`src/rtl/spi_pkg.sv`:
```
// spi_pkg: shared constants for the SPI receive path.
//   Default word length and buffer depth, plus the legal parameter limits
//   that spi_rx_deser checks at elaboration time.
package spi_pkg;

    localparam int unsigned WIDTH_DEFAULT = 16;
    localparam int unsigned DEPTH_DEFAULT = 2;

    localparam int unsigned WIDTH_MIN = 2;
    localparam int unsigned WIDTH_MAX = 32;
    localparam int unsigned DEPTH_MIN = 1;
    localparam int unsigned DEPTH_MAX = 8;

    // True when v is a non-zero power of two.
    function automatic bit is_pow2(input int unsigned v);
        return (v != 0) && ((v & (v - 1)) == 0);
    endfunction

endpackage

```
`src/rtl/spi_sync_fifo.sv`:
```
// spi_sync_fifo: single-clock FIFO holding received SPI words.
//   clk, rst     : system clock, asynchronous active-high reset
//   push, din    : write din at the tail (accepted when not full, or when
//                  a pop happens in the same cycle)
//   pop          : remove the head entry (ignored when empty)
//   dout         : head entry, forced to 0 while empty
//   empty, full  : occupancy flags
//   level        : number of entries held (0..DEPTH)
module spi_sync_fifo
    import spi_pkg::*;
#(
    parameter int unsigned WIDTH = WIDTH_DEFAULT,
    parameter int unsigned DEPTH = DEPTH_DEFAULT
) (
    input  logic                     clk,
    input  logic                     rst,
    input  logic                     push,
    input  logic                     pop,
    input  logic [WIDTH-1:0]         din,
    output logic [WIDTH-1:0]         dout,
    output logic                     empty,
    output logic                     full,
    output logic [$clog2(DEPTH):0]   level
);

    // A one-entry buffer still needs a 1-bit pointer.
    localparam int unsigned AW = (DEPTH > 1) ? $clog2(DEPTH) : 1;
    localparam int unsigned LW = $clog2(DEPTH) + 1;

    logic [WIDTH-1:0] mem [DEPTH];
    logic [AW-1:0]    wr_ptr;
    logic [AW-1:0]    rd_ptr;
    logic [LW-1:0]    count;
    logic             do_push;
    logic             do_pop;

    function automatic logic [AW-1:0] ptr_inc(input logic [AW-1:0] p);
        return (p == AW'(DEPTH - 1)) ? '0 : p + AW'(1);
    endfunction

    always_comb begin
        empty   = (count == '0);
        full    = (count == LW'(DEPTH));
        do_pop  = pop && !empty;
        // A simultaneous pop frees the slot the push needs when full.
        do_push = push && (!full || do_pop);
        dout    = empty ? '0 : mem[rd_ptr];
        level   = count;
    end

    always_ff @(posedge clk) begin
        if (do_push) begin
            mem[wr_ptr] <= din;
        end
    end

    always_ff @(posedge clk or posedge rst) begin
        if (rst) begin
            wr_ptr <= '0;
            rd_ptr <= '0;
            count  <= '0;
        end else begin
            if (do_push) begin
                wr_ptr <= ptr_inc(wr_ptr);
            end
            if (do_pop) begin
                rd_ptr <= ptr_inc(rd_ptr);
            end
            case ({do_push, do_pop})
                2'b10:   count <= count + LW'(1);
                2'b01:   count <= count - LW'(1);
                default: count <= count;
            endcase
        end
    end

endmodule

```
`src/rtl/spi_rx_deser.sv`:
```
// spi_rx_deser: SPI receive deserialiser with a small word buffer.
//   clk, rst    : system clock, asynchronous active-high reset
//   sampling    : one-clk strobe marking a valid sdin bit
//   en          : frame enable; low discards any partial word
//   sdin        : serial data in
//   dout        : oldest buffered word (0 when empty)
//   dout_valid  : buffer not empty
//   dout_ready  : consumer accept; pops when dout_valid is high
//   level       : number of buffered words
//   bit_cnt     : bits received in the current word
//   overrun     : sticky, set when a completed word had no room
//   ovr_clr     : one-clk pulse clearing overrun (a new overrun wins)
module spi_rx_deser
    import spi_pkg::*;
#(
    parameter int unsigned WIDTH     = WIDTH_DEFAULT,
    parameter bit          LSB_FIRST = 1'b0,
    parameter int unsigned DEPTH     = DEPTH_DEFAULT
) (
    input  logic                       clk,
    input  logic                       rst,
    input  logic                       sampling,
    input  logic                       en,
    input  logic                       sdin,
    output logic [WIDTH-1:0]           dout,
    output logic                       dout_valid,
    input  logic                       dout_ready,
    output logic [$clog2(DEPTH):0]     level,
    output logic [$clog2(WIDTH)-1:0]   bit_cnt,
    output logic                       overrun,
    input  logic                       ovr_clr
);

    localparam int unsigned CW = $clog2(WIDTH);
    localparam logic [CW-1:0] LAST_BIT = CW'(WIDTH - 1);

    if (WIDTH < WIDTH_MIN || WIDTH > WIDTH_MAX) begin : g_bad_width
        $error("spi_rx_deser: WIDTH out of range");
    end
    if (DEPTH < DEPTH_MIN || DEPTH > DEPTH_MAX || !is_pow2(DEPTH)) begin : g_bad_depth
        $error("spi_rx_deser: DEPTH must be a power of two within range");
    end

    logic [WIDTH-1:0] sreg;
    logic [WIDTH-1:0] sreg_next;
    logic             shift;
    logic             word_done;
    logic             fifo_empty;
    logic             fifo_full;
    logic             drop;

    always_comb begin
        shift     = sampling && en;
        sreg_next = LSB_FIRST ? {sdin, sreg[WIDTH-1:1]} : {sreg[WIDTH-2:0], sdin};
        word_done = shift && (bit_cnt == LAST_BIT);
        // Dropped only when full and no pop frees a slot this cycle.
        drop      = word_done && fifo_full && !(dout_ready && !fifo_empty);
        dout_valid = !fifo_empty;
    end

    always_ff @(posedge clk or posedge rst) begin
        if (rst) begin
            sreg    <= '0;
            bit_cnt <= '0;
        end else if (!en) begin
            sreg    <= '0;
            bit_cnt <= '0;
        end else if (sampling) begin
            sreg    <= sreg_next;
            bit_cnt <= word_done ? '0 : bit_cnt + CW'(1);
        end
    end

    always_ff @(posedge clk or posedge rst) begin
        if (rst) begin
            overrun <= 1'b0;
        end else if (drop) begin
            overrun <= 1'b1;
        end else if (ovr_clr) begin
            overrun <= 1'b0;
        end
    end

    // The buffer receives the post-shift word, so the completing bit is
    // included without waiting a cycle for sreg to update.
    spi_sync_fifo #(
        .WIDTH (WIDTH),
        .DEPTH (DEPTH)
    ) u_fifo (
        .clk   (clk),
        .rst   (rst),
        .push  (word_done),
        .pop   (dout_ready),
        .din   (sreg_next),
        .dout  (dout),
        .empty (fifo_empty),
        .full  (fifo_full),
        .level (level)
    );

endmodule

```
`config.mk`:
```
export PLATFORM = sky130hd
export DESIGN_NAME = spi_rx_deser
export DESIGN_NICKNAME = d
export VERILOG_FILES = /design/src/rtl/spi_pkg.sv /design/src/rtl/spi_sync_fifo.sv /design/src/rtl/spi_rx_deser.sv
export SDC_FILE = /design/constraint.sdc
export NUM_CORES = 1
export LEC_CHECK = 0
export CAP_MARGIN = 30
export CORE_UTILIZATION = 60
export CTS_BUF_LIST = sky130_fd_sc_hd__clkbuf_4
export CTS_CLUSTER_DIAMETER = 30
export CTS_CLUSTER_SIZE = 20
export DETAILED_ROUTE_END_ITERATION = 16
export PLACE_DENSITY = 0.93
export SLEW_MARGIN = 20
export SYNTH_ARGS = -nofsm -noshare
export SYNTH_HDL_FRONTEND = slang
export SYNTH_HIERARCHICAL = 1
export SYNTH_SLANG_ARGS = --single-unit
```
`constraint.sdc`:
```
create_clock -name clk -period 3.55 [get_ports clk]
set_input_delay 0.355 -clock clk [delete_from_list [all_inputs] [get_ports clk]]
set_output_delay 0.355 -clock clk [all_outputs]
set_load 0.05 [all_outputs]
```
[Word-level counts from Yosys, hierarchy flattened]
Memory sizes are Yosys's and may differ from the RTL's.
Cells that the tools add are included.
Word-level totals
  register bits: 24
  bits in writable memories: 32
  input bits: 7
  bits in read-only memories: 0
  bits in latches: 0
  output and inout port bits: 24
  memories kept: 1
  logic and storage cells: 43
Operators by class
  shift operators: 0
  divide/modulo/power cells: 0
  multiplexer cells: 13
  add/sub/neg operators: 5
  equal/unequal tests: 5
  reductions and logical operators: 13
  $lt $le $gt $ge: 0
  multipliers: 0
  bitwise logic cells: 0
Memories
  u_fifo.mem: depth 2, width 16, read ports 1, clocked after Yosys merged registers in 0, write ports 1, line spi_sync_fifo.sv:30  | logic [WIDTH-1:0] mem [DEPTH];
Operators with widths (count)
  $mux 15: 2
  $mux 16: 1
  $mux 4: 3
  $logic_and 1x1->1: 6
  $mux 1: 6
  $add 4x1->4 const B: 1
  $eq 2x2->1 const B: 2
  $eq 4x4->1 const B: 1
  $pmux 2 s2: 1
  $reduce_bool 2->1: 2
  $logic_not 1->1: 3
  $add 1x1->1 const B: 2
  $add 2x1->2 const B: 1
  $eq 2x1->1 const B: 1
  $logic_not 2->1: 1
  $ne 2x2->1 const B: 1
  $sub 2x1->2 const B: 1
  $logic_or 1x1->1: 1

[Logic depth before layout (Yosys ltp)]
Gate-level depths: netlist of run 1.
  depth after elaboration: 7
  mapped depth: 8
  mapped depth without buffers: 8

[Modules after synthesis]
Netlist of run 1, hierarchy kept.
By module, submodules not included
  spi_sync_fifo: times used 1, seq. area each 1061.0 um2, cells each 87, area an instance 1426.4 um2
  spi_rx_deser: times used 1, seq. area each 500.5 um2, cells each 77, area an instance 909.6 um2

[Worst setup path before layout of run 1]
Ideal clock, no wire load.
  path type: flip-flop to flip-flop
  start point: register bit_cnt[0]
  end point: memory u_fifo/mem[1][0] (netlist name) (enable)
  setup time: 0.389 ns
  stages on the path, launching flop included: 6
  arrival: 2.065 ns
  path slack: 1.096 ns
  data required time: 3.161 ns
  path through: dfrtp_1 ha_1 nand3_1 nor2_1 o21ai_4 nor2_1
Between the ends
  longest elaborated chain between the ends: 5
RTL lines
  start: declaration: line spi_rx_deser.sv:29  | output logic [$clog2(WIDTH)-1:0] bit_cnt,
  start signal: assignment: line spi_rx_deser.sv:70  | bit_cnt <= word_done ? '0 : bit_cnt + CW'(1);
  $eq 4x4->1: line spi_rx_deser.sv:55  | word_done = shift && (bit_cnt == LAST_BIT);
  $logic_and 1x1->1: line spi_rx_deser.sv:55
  via word_done: line spi_rx_deser.sv:47  | logic word_done;
  $logic_and 1x1->1: line spi_sync_fifo.sv:46  | do_push = push && (!full || do_pop);
  $mux 1: line spi_sync_fifo.sv:52  | if (do_push) begin
  $mux 1 (implied by the code): line spi_sync_fifo.sv:53  | mem[wr_ptr] <= din;
  end: declaration: line spi_sync_fifo.sv:30
The timed path passes the listed nets, and every way through them passes these cells.

[Worst setup path in the final report of run 1]
  start point: register u_fifo.rd_ptr
  end point: output port dout[9]
Between the ends
  longest elaborated chain between the ends: 2
RTL lines
  start: declaration: line spi_sync_fifo.sv:32  | logic [AW-1:0] rd_ptr;
  start signal: assignment: line spi_sync_fifo.sv:67  | rd_ptr <= ptr_inc(rd_ptr);
  $mem_v2 2x16
  $mux 16: line spi_sync_fifo.sv:47  | dout = empty ? '0 : mem[rd_ptr];
  end: declaration: line spi_rx_deser.sv:25  | output logic [WIDTH-1:0] dout,
No other way between the ends.

==> results of run 1 <==
==> cell families (layout without fill, tap and decap cells) <==
family                   count (synthesis)  count (layout)  share of synthesized area (%)
XOR/XNOR                                 6               6                          2.250
flip-flops                              56              56                          66.85
buffers and inverters                   13              47                          3.000
multiplexers                            32              32                          13.71
AO/OA/AOI/OAI                            6               6                          2.196
AND/OR/NAND/NOR                         49              49                          10.93
adder cells (fa/ha/maj)                  2               2                          1.071
==> sequential cells by signal, summed over array words and instances (netlist names) <==
name           count
u_fifo/wr_ptr      1
u_fifo/rd_ptr      1
u_fifo/mem        32
u_fifo/level       2
sreg              15
bit_cnt            4
overrun            1
==> cell type report <==
type	count	area [um^2]	share of cell area, %
clock buffer	5	37.54	1.376
clock inverter	3	18.77	0.6881
inverter	6	22.52	0.8257
multi-input combinational	95	704.4	25.83
sequential	56	1562	57.25
tap	48	60.06	2.202
timing repair buffer	33	322.8	11.83
==> worst paths after layout <==
kind / start / endpoint / cells after the start
hold reg to reg: u_fifo/wr_ptr$_DFFE_PP0P_ / u_fifo/wr_ptr$_DFFE_PP0P_ / 1
hold / removal: rst / u_fifo/level[1]$_DFFE_PP0P_ / 2
setup / recovery: u_fifo/rd_ptr$_DFFE_PP0P_ / dout[9] / 3
min in group clk: u_fifo/wr_ptr$_DFFE_PP0P_ / u_fifo/wr_ptr$_DFFE_PP0P_ / 1
setup reg to reg: bit_cnt[0]$_DFFE_PP0P_ / u_fifo/level[1]$_DFFE_PP0P_ / 7
max in group asynchronous: rst / bit_cnt[1]$_DFFE_PP0P_ / 2
==> per-layer routing <==
metal  global-route usage [%]  share of wire (%)  up-vias
met5                        0                  0        -
met4                    9.444                  0        0
met3                    5.179                2.8        0
met2                    38.16                 57       21
met1                    24.32                 40      659
li1                         -                  -      633
==> worst max-delay path, stage by stage, from the launching register on <==
cell	delay, ns
dfrtp_1	0.97
mux2i_1	0.20
nor2_1	0.18
clkdlybuf4s50_1	0.85
==> power breakdown <==
part | internal [uW] | switching (uW)
logic | 277 | 504
clock network | 76.6 | 183
registers | 704 | 77.0
total | 1060 | 764
==> Yosys cell counts (all sizes together) (4+ instances only) <==
library cell | n | area (um^2)
edfxtp | 32 | 960.9
mux2i | 32 | 320.3
dfrtp | 24 | 600.6
nor2 | 21 | 86.33
nor2b | 17 | 108.9
inv | 6 | 22.52
buf | 5 | 40.04
nand2 | 4 | 17.52
xnor2 | 4 | 35.03
==> through the flow <==
stage / util, % / instance area, um^2 / hold slack [ns] / instances
4_1_cts: 73.95 / 2728 / 0.1927 / 246
6_report: 73.95 / 2728 / 0.1947 / 246
3_3_place_gp: 72.42 / 2671 / 0.4534 / 238
5_1_grt: 73.95 / 2728 / 0.2074 / 246
3_5_place_dp: 72.42 / 2671 / 0.4726 / 238
2_1_floorplan: - / 2336 / 0.1211 / 164
==> results.yml, run 1 <==
timing:
  drv_slew: 0
  setup_tns_ns: 0
  period_needed_ns: 2.925
  hold_violations: 0
  setup_violations: 0
  clock_skew_ns: 0.009092
  worst_pin_slew_ns: 0.9315
  rsz0062_at_grt: "no"
  min_period_over_period_pct: 82.39
  setup_slack_ns: 0.6252
  fmax_mhz: 341.9
  relSlewSlack_pct: 37.90
final_layout:
  nFillCells: 220
  final_cell_mix: "32 x mux2i_1, 32 x edfxtp_1, 30 x clkdlybuf4s50_1"
  antenna_cells: 0
  area_growth_pct: 16.77
  nNetsFinal: 206
  drive_gt1_share_pct: 7.576
global_routing:
  grt_overflow: 0
  grt_usage_pct: 21.46
  grt_pass1_wl_mm: 6.499
  grt_pass1_vias: 1370
  antenna_found_initial: 0
  grt_max_degree: 21
run_status:
  run_status: "complete, no violations"
floorplanning:
  dieArea_um2: 4147
  die_h_um: 64.40
  core_um2: 3689
  io_pins: 31
  rows: 22
  start_util_pct: 63.33
  die_w_um: 64.40
power_and_ir_drop:
  cellPowerDensity_nw_per_um2: 667.9
  p_leak_uw: 0.001124
  total_power_uw: 1822
  ir_worst_vdd_v: 0.0004068
critical_path:
  crit_required_ns: 3.19
  reg2reg_slack_ns: 1.67
  crit_fanout: 17
  arrival_ns: 2.57
  startpoint_type: "flop"
  cp-end-kind: "output pin"
  crit_type: "flop to output pin"
routing:
  wire_per_inst_um: 15.65
  routed_wl_mm: 3.849
  ant_nets: 0
  detail_route.first_pass.iterations: 4
  route.detailed.drc: 0
  via_count: 1313
  drtIter0Drc: 36
  post_drt_via_cell_ratio: 5.337
worst_hold_path:
  min_path_type: "primary input to async pin"
clock_network:
  postCtsSetupRepairBufs: 0
  clock_latency_ns: 0.37
  cts_resized: 0
  clock-root-buffer: "clkbuf_4"
  cts_sinks: 56
  tritoncts: "done"
  clockBufferDepth: 2
  ctsHoldBuffers: 0
  htreeDepth: 2
  numCtsBuffers: 5
  clk_pin_slew_worst_paths_ns: 0.14
synthesis:
  yosysSeqAreaShare_pct: 66.85
  synth_async_sr_flop_share_pct: 42.86
  syn_area_um2: 2336
  syn_nets: 173
  syn_inst: 164
  synth_seq_cells: 56
  synth.distinct_cells: 28
  yosysWarningCount: 6
  avgSynthCellArea_um2: 14.24
  synth_flop_cell: "edfxtp_1"
  synth_edf_count: 32
placement:
  gp_congestion: 0.7383
  portBuffers: 30
  place_hpwl_mm: 2.644
  post-place-ws_ns: 1.037
run:
  maxCapViolCount: 0
(Power assumes the default switching activity.)
==> run 2: changes to the inputs <==
--- a/config.mk
+++ b/config.mk
@@ -6,12 +6,12 @@
 export NUM_CORES = 1
 export LEC_CHECK = 0
 export CAP_MARGIN = 30
-export CORE_UTILIZATION = 60
+export CORE_UTILIZATION = 56
 export CTS_BUF_LIST = sky130_fd_sc_hd__clkbuf_4
 export CTS_CLUSTER_DIAMETER = 30
 export CTS_CLUSTER_SIZE = 20
 export DETAILED_ROUTE_END_ITERATION = 16
-export PLACE_DENSITY = 0.93
+export PLACE_DENSITY = 0.88
 export SLEW_MARGIN = 20
 export SYNTH_ARGS = -nofsm -noshare
 export SYNTH_HDL_FRONTEND = slang
==> constraint.sdc (replaced) <==
create_clock -name clk -period 2.7 [get_ports clk]
set_input_delay 0.27 -clock clk [delete_from_list [all_inputs] [get_ports clk]]
set_output_delay 0.27 -clock clk [all_outputs]
set_load 0.05 [all_outputs]
==> run 2 against run 1 <==
Clock-buffer cell count up 1. Sequential share of layout area down 0.76 points. Worst setup slack worse by 0.38 ns. Sequential power up 32%. Power up 38%. Register-to-register slack worse by 0.94 ns. Clock skew down 0.0032 ns. Final cell count up 1.2%. Non-clock buffer count up 1. Sequential cell count unchanged. Wire length down 0.44%. Via count down 0.91%. Critical path type unchanged.
==> results.yml, run 2 (same netlist as run 1, synthesis figures left out) <==
critical_path:
  path_delay_family: "buffers and inverters"
  path_cells: "mux2i_1 > nor2_1 > clkdlybuf4s50_1"
  path_buf_inv: 1
  startpoint_type: "flop"
  crit_required_ns: 2.43
  crit_type: "flop to output pin"
  crit_fanout: 17
  slowest_stage: "clkdlybuf4s50_1"
  slowest_delay_ns: 0.83
  arrival_ns: 2.18
  cp-end-kind: "output pin"
global_routing:
  met1_usage_pct: 20.35
  antenna_found_initial: 0
  grt_pass1_vias: 1309
  grt_max_degree: 21
  grt_overflow: 0
  grt_use_met3_pct: 5.479
  grt_usage_pct: 19.71
  grt_pass1_wl_mm: 6.078
  met2_usage_pct: 35.73
  busiest_layer: "met2"
clock_network:
  numCtsBuffers: 5
  clockBufferDepth: 2
  clock-root-buffer: "clkbuf_4"
  clk_pin_slew_worst_paths_ns: 0.14
  cts_resized: 1
  tritoncts: "done"
  postCtsSetupRepairBufs: 0
  cts_sinks: 56
  ctsHoldBuffers: 0
  clock_latency_ns: 0.36
  htreeDepth: 2
timing:
  rsz0062_at_grt: "no"
  hold_violations: 0
  setup_slack_ns: 0.2495
  min_period_over_period_pct: 90.76
  drv_slew: 0
  worst_pin_slew_ns: 0.7706
  fmax_mhz: 408.1
  setup_tns_ns: 0
  setup_violations: 0
  period_needed_ns: 2.450
  relSlewSlack_pct: 48.57
  clock_skew_ns: 0.005901
placement:
  placed_cells: 241
  placedInstanceArea_um2: 2681
  gp_congestion: 0.8151
  place_hpwl_mm: 2.619
  portBuffers: 30
  post-place-ws_ns: 0.3648
routing:
  drtIter0Drc: 19
  ant_nets: 0
  post_drt_via_cell_ratio: 5.225
  route.detailed.drc: 0
  wire_per_inst_um: 15.39
  detail_route.first_pass.iterations: 4
  routed_wl_mm: 3.832
  via_count: 1301
power_and_ir_drop:
  cellPowerDensity_nw_per_um2: 905.9
  p_leak_uw: 0.001140
  total_power_uw: 2506
  ir_worst_vdd_v: 0.0004998
final_layout:
  nNetsFinal: 207
  postLayoutCellArea_um2: 2766
  area_growth_pct: 18.43
  final_cell_mix: "32 x mux2i_1, 32 x edfxtp_1, 30 x clkdlybuf4s50_1"
  reg_top3: "u_fifo/mem: 32 flops, sreg: 15 flops, bit_cnt: 4 flops"
  drive_gt1_share_pct: 8.543
  nFillCells: 262
  largest_reg_flops: 32
  stdcell_count: 249
  antenna_cells: 0
  top_register: "u_fifo/mem"
run_status:
  run_status: "complete, no violations"
floorplanning:
  dieArea_um2: 4434
  io_pins: 31
  die_w_um: 66.59
  rows: 23
  die_h_um: 66.59
  core_um2: 4000
  start_util_pct: 58.40
run:
  maxCapViolCount: 0
worst_hold_path:
  min_path_type: "primary input to async pin"
==> run 2: final cells by class <==
type	instances	area (um^2)	area share, %
Sequential cell	56	1563	56.49
Multi-Input combinational cell	95	704.4	25.46
Timing Repair Buffer	34	330.3	11.94
Tap cell	50	62.56	2.261
Clock buffer	6	45.04	1.628
Clock inverter	2	38.79	1.402
Inverter	6	22.52	0.8141
==> run 2: metal layers <==
| metal | vias up | part of all wire [%] |
|---|---|---|
| li1 | 631 | - |
| met1 | 632 | 39 |
| met2 | 32 | 55 |
| met3 | 6 | 3.4 |
| met4 | 0 | 2.1 |
| met5 | - | 0 |
==> run 2: path summary, 6_finish.rpt <==
path                                           startpoint                     endpoint  slack (ns)  cells past startpoint
min in group clk                                  ovr_clr          overrun$_DFFE_PP0P_        0.50                      3
worst max-delay path            u_fifo/rd_ptr$_DFFE_PP0P_                     dout[11]        0.25                      3
worst min register to register        overrun$_DFFE_PP0P_          overrun$_DFFE_PP0P_        0.51                      1
max in group asynchronous                             rst          sreg[2]$_DFFE_PP0P_        1.83                      2
worst min-delay path                                  rst  u_fifo/level[1]$_DFFE_PP0P_        0.14                      2
worst max register to register     bit_cnt[0]$_DFFE_PP0P_  u_fifo/level[1]$_DFFE_PP0P_        0.73                      7
==> run 2: worst reg2reg max path, delay by kind of cell (launching register included) <==
family | cells | cell delay, ns
fa+ha+maj | 2 | 0.59
flops | 1 | 0.46
xor+xnor | 1 | 0.15
simple gates | 3 | 0.58
compound gates | 1 | 0.14
==> run 2: stage by stage <==
step,hold slack (ns),util (%)
after floorplan,0.03608,-
after global placement,0.4519,67.03
after detailed placement,0.4670,67.03
after CTS,0.1316,69.16
after global routing,0.1251,69.16
final,0.1419,69.16
==> run 2: power breakdown <==
part | switching [uW] | internal, uW | total [uW] | leakage (uW)
Sequential | 103 | 927 | 1030 | 0.000624
Combinational | 666 | 361 | 1030 | 0.000469
Clock | 239 | 209 | 449 | 0.0000463
==> run 3: changes to the inputs <==
--- a/config.mk
+++ b/config.mk
@@ -11,6 +11,7 @@
 export CTS_CLUSTER_DIAMETER = 30
 export CTS_CLUSTER_SIZE = 20
 export DETAILED_ROUTE_END_ITERATION = 16
+export GPL_ROUTABILITY_DRIVEN = 1
 export PLACE_DENSITY = 0.88
 export SLEW_MARGIN = 20
 export SYNTH_ARGS = -nofsm -noshare
==> constraint.sdc (replaced) <==
create_clock -name clk -period 2.7 [get_ports clk]
set_input_delay 0.27 -clock clk [delete_from_list [all_inputs] [get_ports clk]]
set_output_delay 0.27 -clock clk [all_outputs]
set_load 0.005 [all_outputs]
==> run 3 against run 2 <==
First-iteration DRC count rose to 2.8 times the previous value. Clock-buffer cell count did not move. Sequential cell count did not move. Non-clock buffer count rose by 1. Combinational power fell by 37%. Critical endpoint is now dout_valid.
==> results.yml, run 3 (same netlist as run 1, synthesis figures left out) <==
routing:
  drtIter0Drc: 54
  via_count: 1322
  detail_route.first_pass.iterations: 4
  ant_nets: 0
  route.detailed.drc: 0
  routed_wl_mm: 3.748
  post_drt_via_cell_ratio: 5.288
  wire_per_inst_um: 14.99
timing:
  relSlewSlack_pct: 47.88
  rsz0062_at_grt: "no"
  worst_pin_slew_ns: 0.7809
  drv_slew: 0
  setup_violations: 0
  clock_skew_ns: 0.01272
  setup_tns_ns: 0
  hold_violations: 0
  fin_hold_ws_ns: 0.1117
  min_period_over_period_pct: 78.08
  fmax_mhz: 474.4
  period_needed_ns: 2.108
  setup_slack_ns: 0.5919
critical_path:
  slowest_stage: "dfrtp_1"
  cp-end-kind: "output pin"
  crit_required_ns: 2.43
  arrival_ns: 1.84
  ff2ff_path_depth: 8
  crit_type: "flop to output pin"
  crit_fanout: 18
  startpoint_type: "flop"
  path_cells: "nor2_4 > inv_1 > clkdlybuf4s50_1"
  slowest_delay_ns: 0.49
  reg2reg_slack_ns: 0.84
final_layout:
  antenna_cells: 0
  final_cell_mix: "32 x mux2i_1, 32 x edfxtp_1, 30 x clkdlybuf4s50_1"
  drive_gt1_share_pct: 7.500
  nFillCells: 288
  nNetsFinal: 208
  multi_input_area_um2: 704.4
  area_growth_pct: 17.35
  regArea_um2: 1562
  stdcell_count: 250
  reg_top3: "u_fifo/mem: 32 flops, sreg: 15 flops, bit_cnt: 4 flops"
  largest_reg_flops: 32
  top_register: "u_fifo/mem"
global_routing:
  grt_pass1_wl_mm: 6.272
  grt_usage_pct: 20.01
  grt_max_degree: 21
  grt_overflow: 0
  antenna_found_initial: 0
  grt_pass1_vias: 1406
floorplanning:
  die_w_um: 66.59
  die_h_um: 66.59
  rows: 23
  io_pins: 31
  dieArea_um2: 4434
  start_util_pct: 58.40
  core_um2: 4000
placement:
  gp_congestion: 0.7924
  placed_cells: 242
  place_hpwl_mm: 2.637
  portBuffers: 30
  post-place-ws_ns: 0.7620
clock_network:
  clk_pin_slew_worst_paths_ns: 0.13
  ctsHoldBuffers: 0
  cts_sinks: 56
  numCtsBuffers: 5
  clock_latency_ns: 0.35
  clock-root-buffer: "clkbuf_4"
  cts_resized: 0
  clockBufferDepth: 2
  postCtsSetupRepairBufs: 0
  htreeDepth: 2
  tritoncts: "done"
run:
  maxCapViolCount: 0
worst_hold_path:
  min_path_type: "primary input to async pin"
power_and_ir_drop:
  p_leak_uw: 0.001130
  cellPowerDensity_nw_per_um2: 708.6
  ir_worst_vdd_v: 0.0003622
run_status:
  run_status: "complete, no violations"
==> run 3: cell types whose count changed in the layout (fill, tap and decap cells not counted) <==
cell	change
buf_4	+1
bufinv_16	-1
clkinv_1	+2
dfrtp_1	+1
dfrtp_2	-1
inv_6	-1
==> run 3: path summary, 6_finish.rpt <==
kind | from | end
setup reg to reg | bit_cnt[0]$_DFFE_PP0P_ | u_fifo/level[1]$_DFFE_PP0P_
hold / removal | rst | u_fifo/rd_ptr$_DFFE_PP0P_
hold reg to reg | sreg[14]$_DFFE_PP0P_ | u_fifo/mem[0][15]$_DFFE_PP_
setup / recovery | u_fifo/level[0]$_DFFE_PP0P_ | dout_valid
min in group clk | sreg[14]$_DFFE_PP0P_ | u_fifo/mem[0][15]$_DFFE_PP_
max in group asynchronous | rst | sreg[10]$_DFFE_PP0P_
==> run 3: stage by stage <==
step / utilization, % / area (um^2) / total power [uW]
detailed placement: 67.22 / 2689 / 1640
global route: 68.53 / 2741 / 2044
global placement: 67.22 / 2689 / 1612
finish: 68.53 / 2741 / 1942
CTS: 68.53 / 2741 / 1963
floorplan: - / 2336 / 1332
==> run 3: layout make-up <==
type                       count  share of cell area, %
clock buffer                   6                  1.643
clock inverter                 2                 0.2738
inverter                       6                 0.8215
multi-input combinational     95                  25.70
sequential                    56                  56.96
tap                           50                  2.282
timing repair buffer          35                  12.32
==> run 3: routing by layer <==
| metal | track usage (%) | vias to the layer above | part of all wire [%] |
|---|---|---|---|
| li1 | - | 633 | - |
| met5 | 0 | - | 0 |
| met4 | 9.840 | 0 | 1.1 |
| met3 | 4.795 | 4 | 2.4 |
| met1 | 22.14 | 667 | 42 |
| met2 | 35.61 | 18 | 55 |
==> run 3: critical path: cells and delay by family (launching register included) <==
| family | cells | cell delay (ns) |
|---|---|---|
| simple gates | 1 | 0.40 |
| flops | 1 | 0.49 |
| buf+inv | 2 | 0.60 |
==> run 3: report_power, final <==
group / switching [uW] / total [uW] / internal [uW]
Sequential: 41.4 / 968 / 927
Combinational: 278 / 647 / 369
Clock: 220 / 328 / 107
Total: 540 / 1940 / 1400
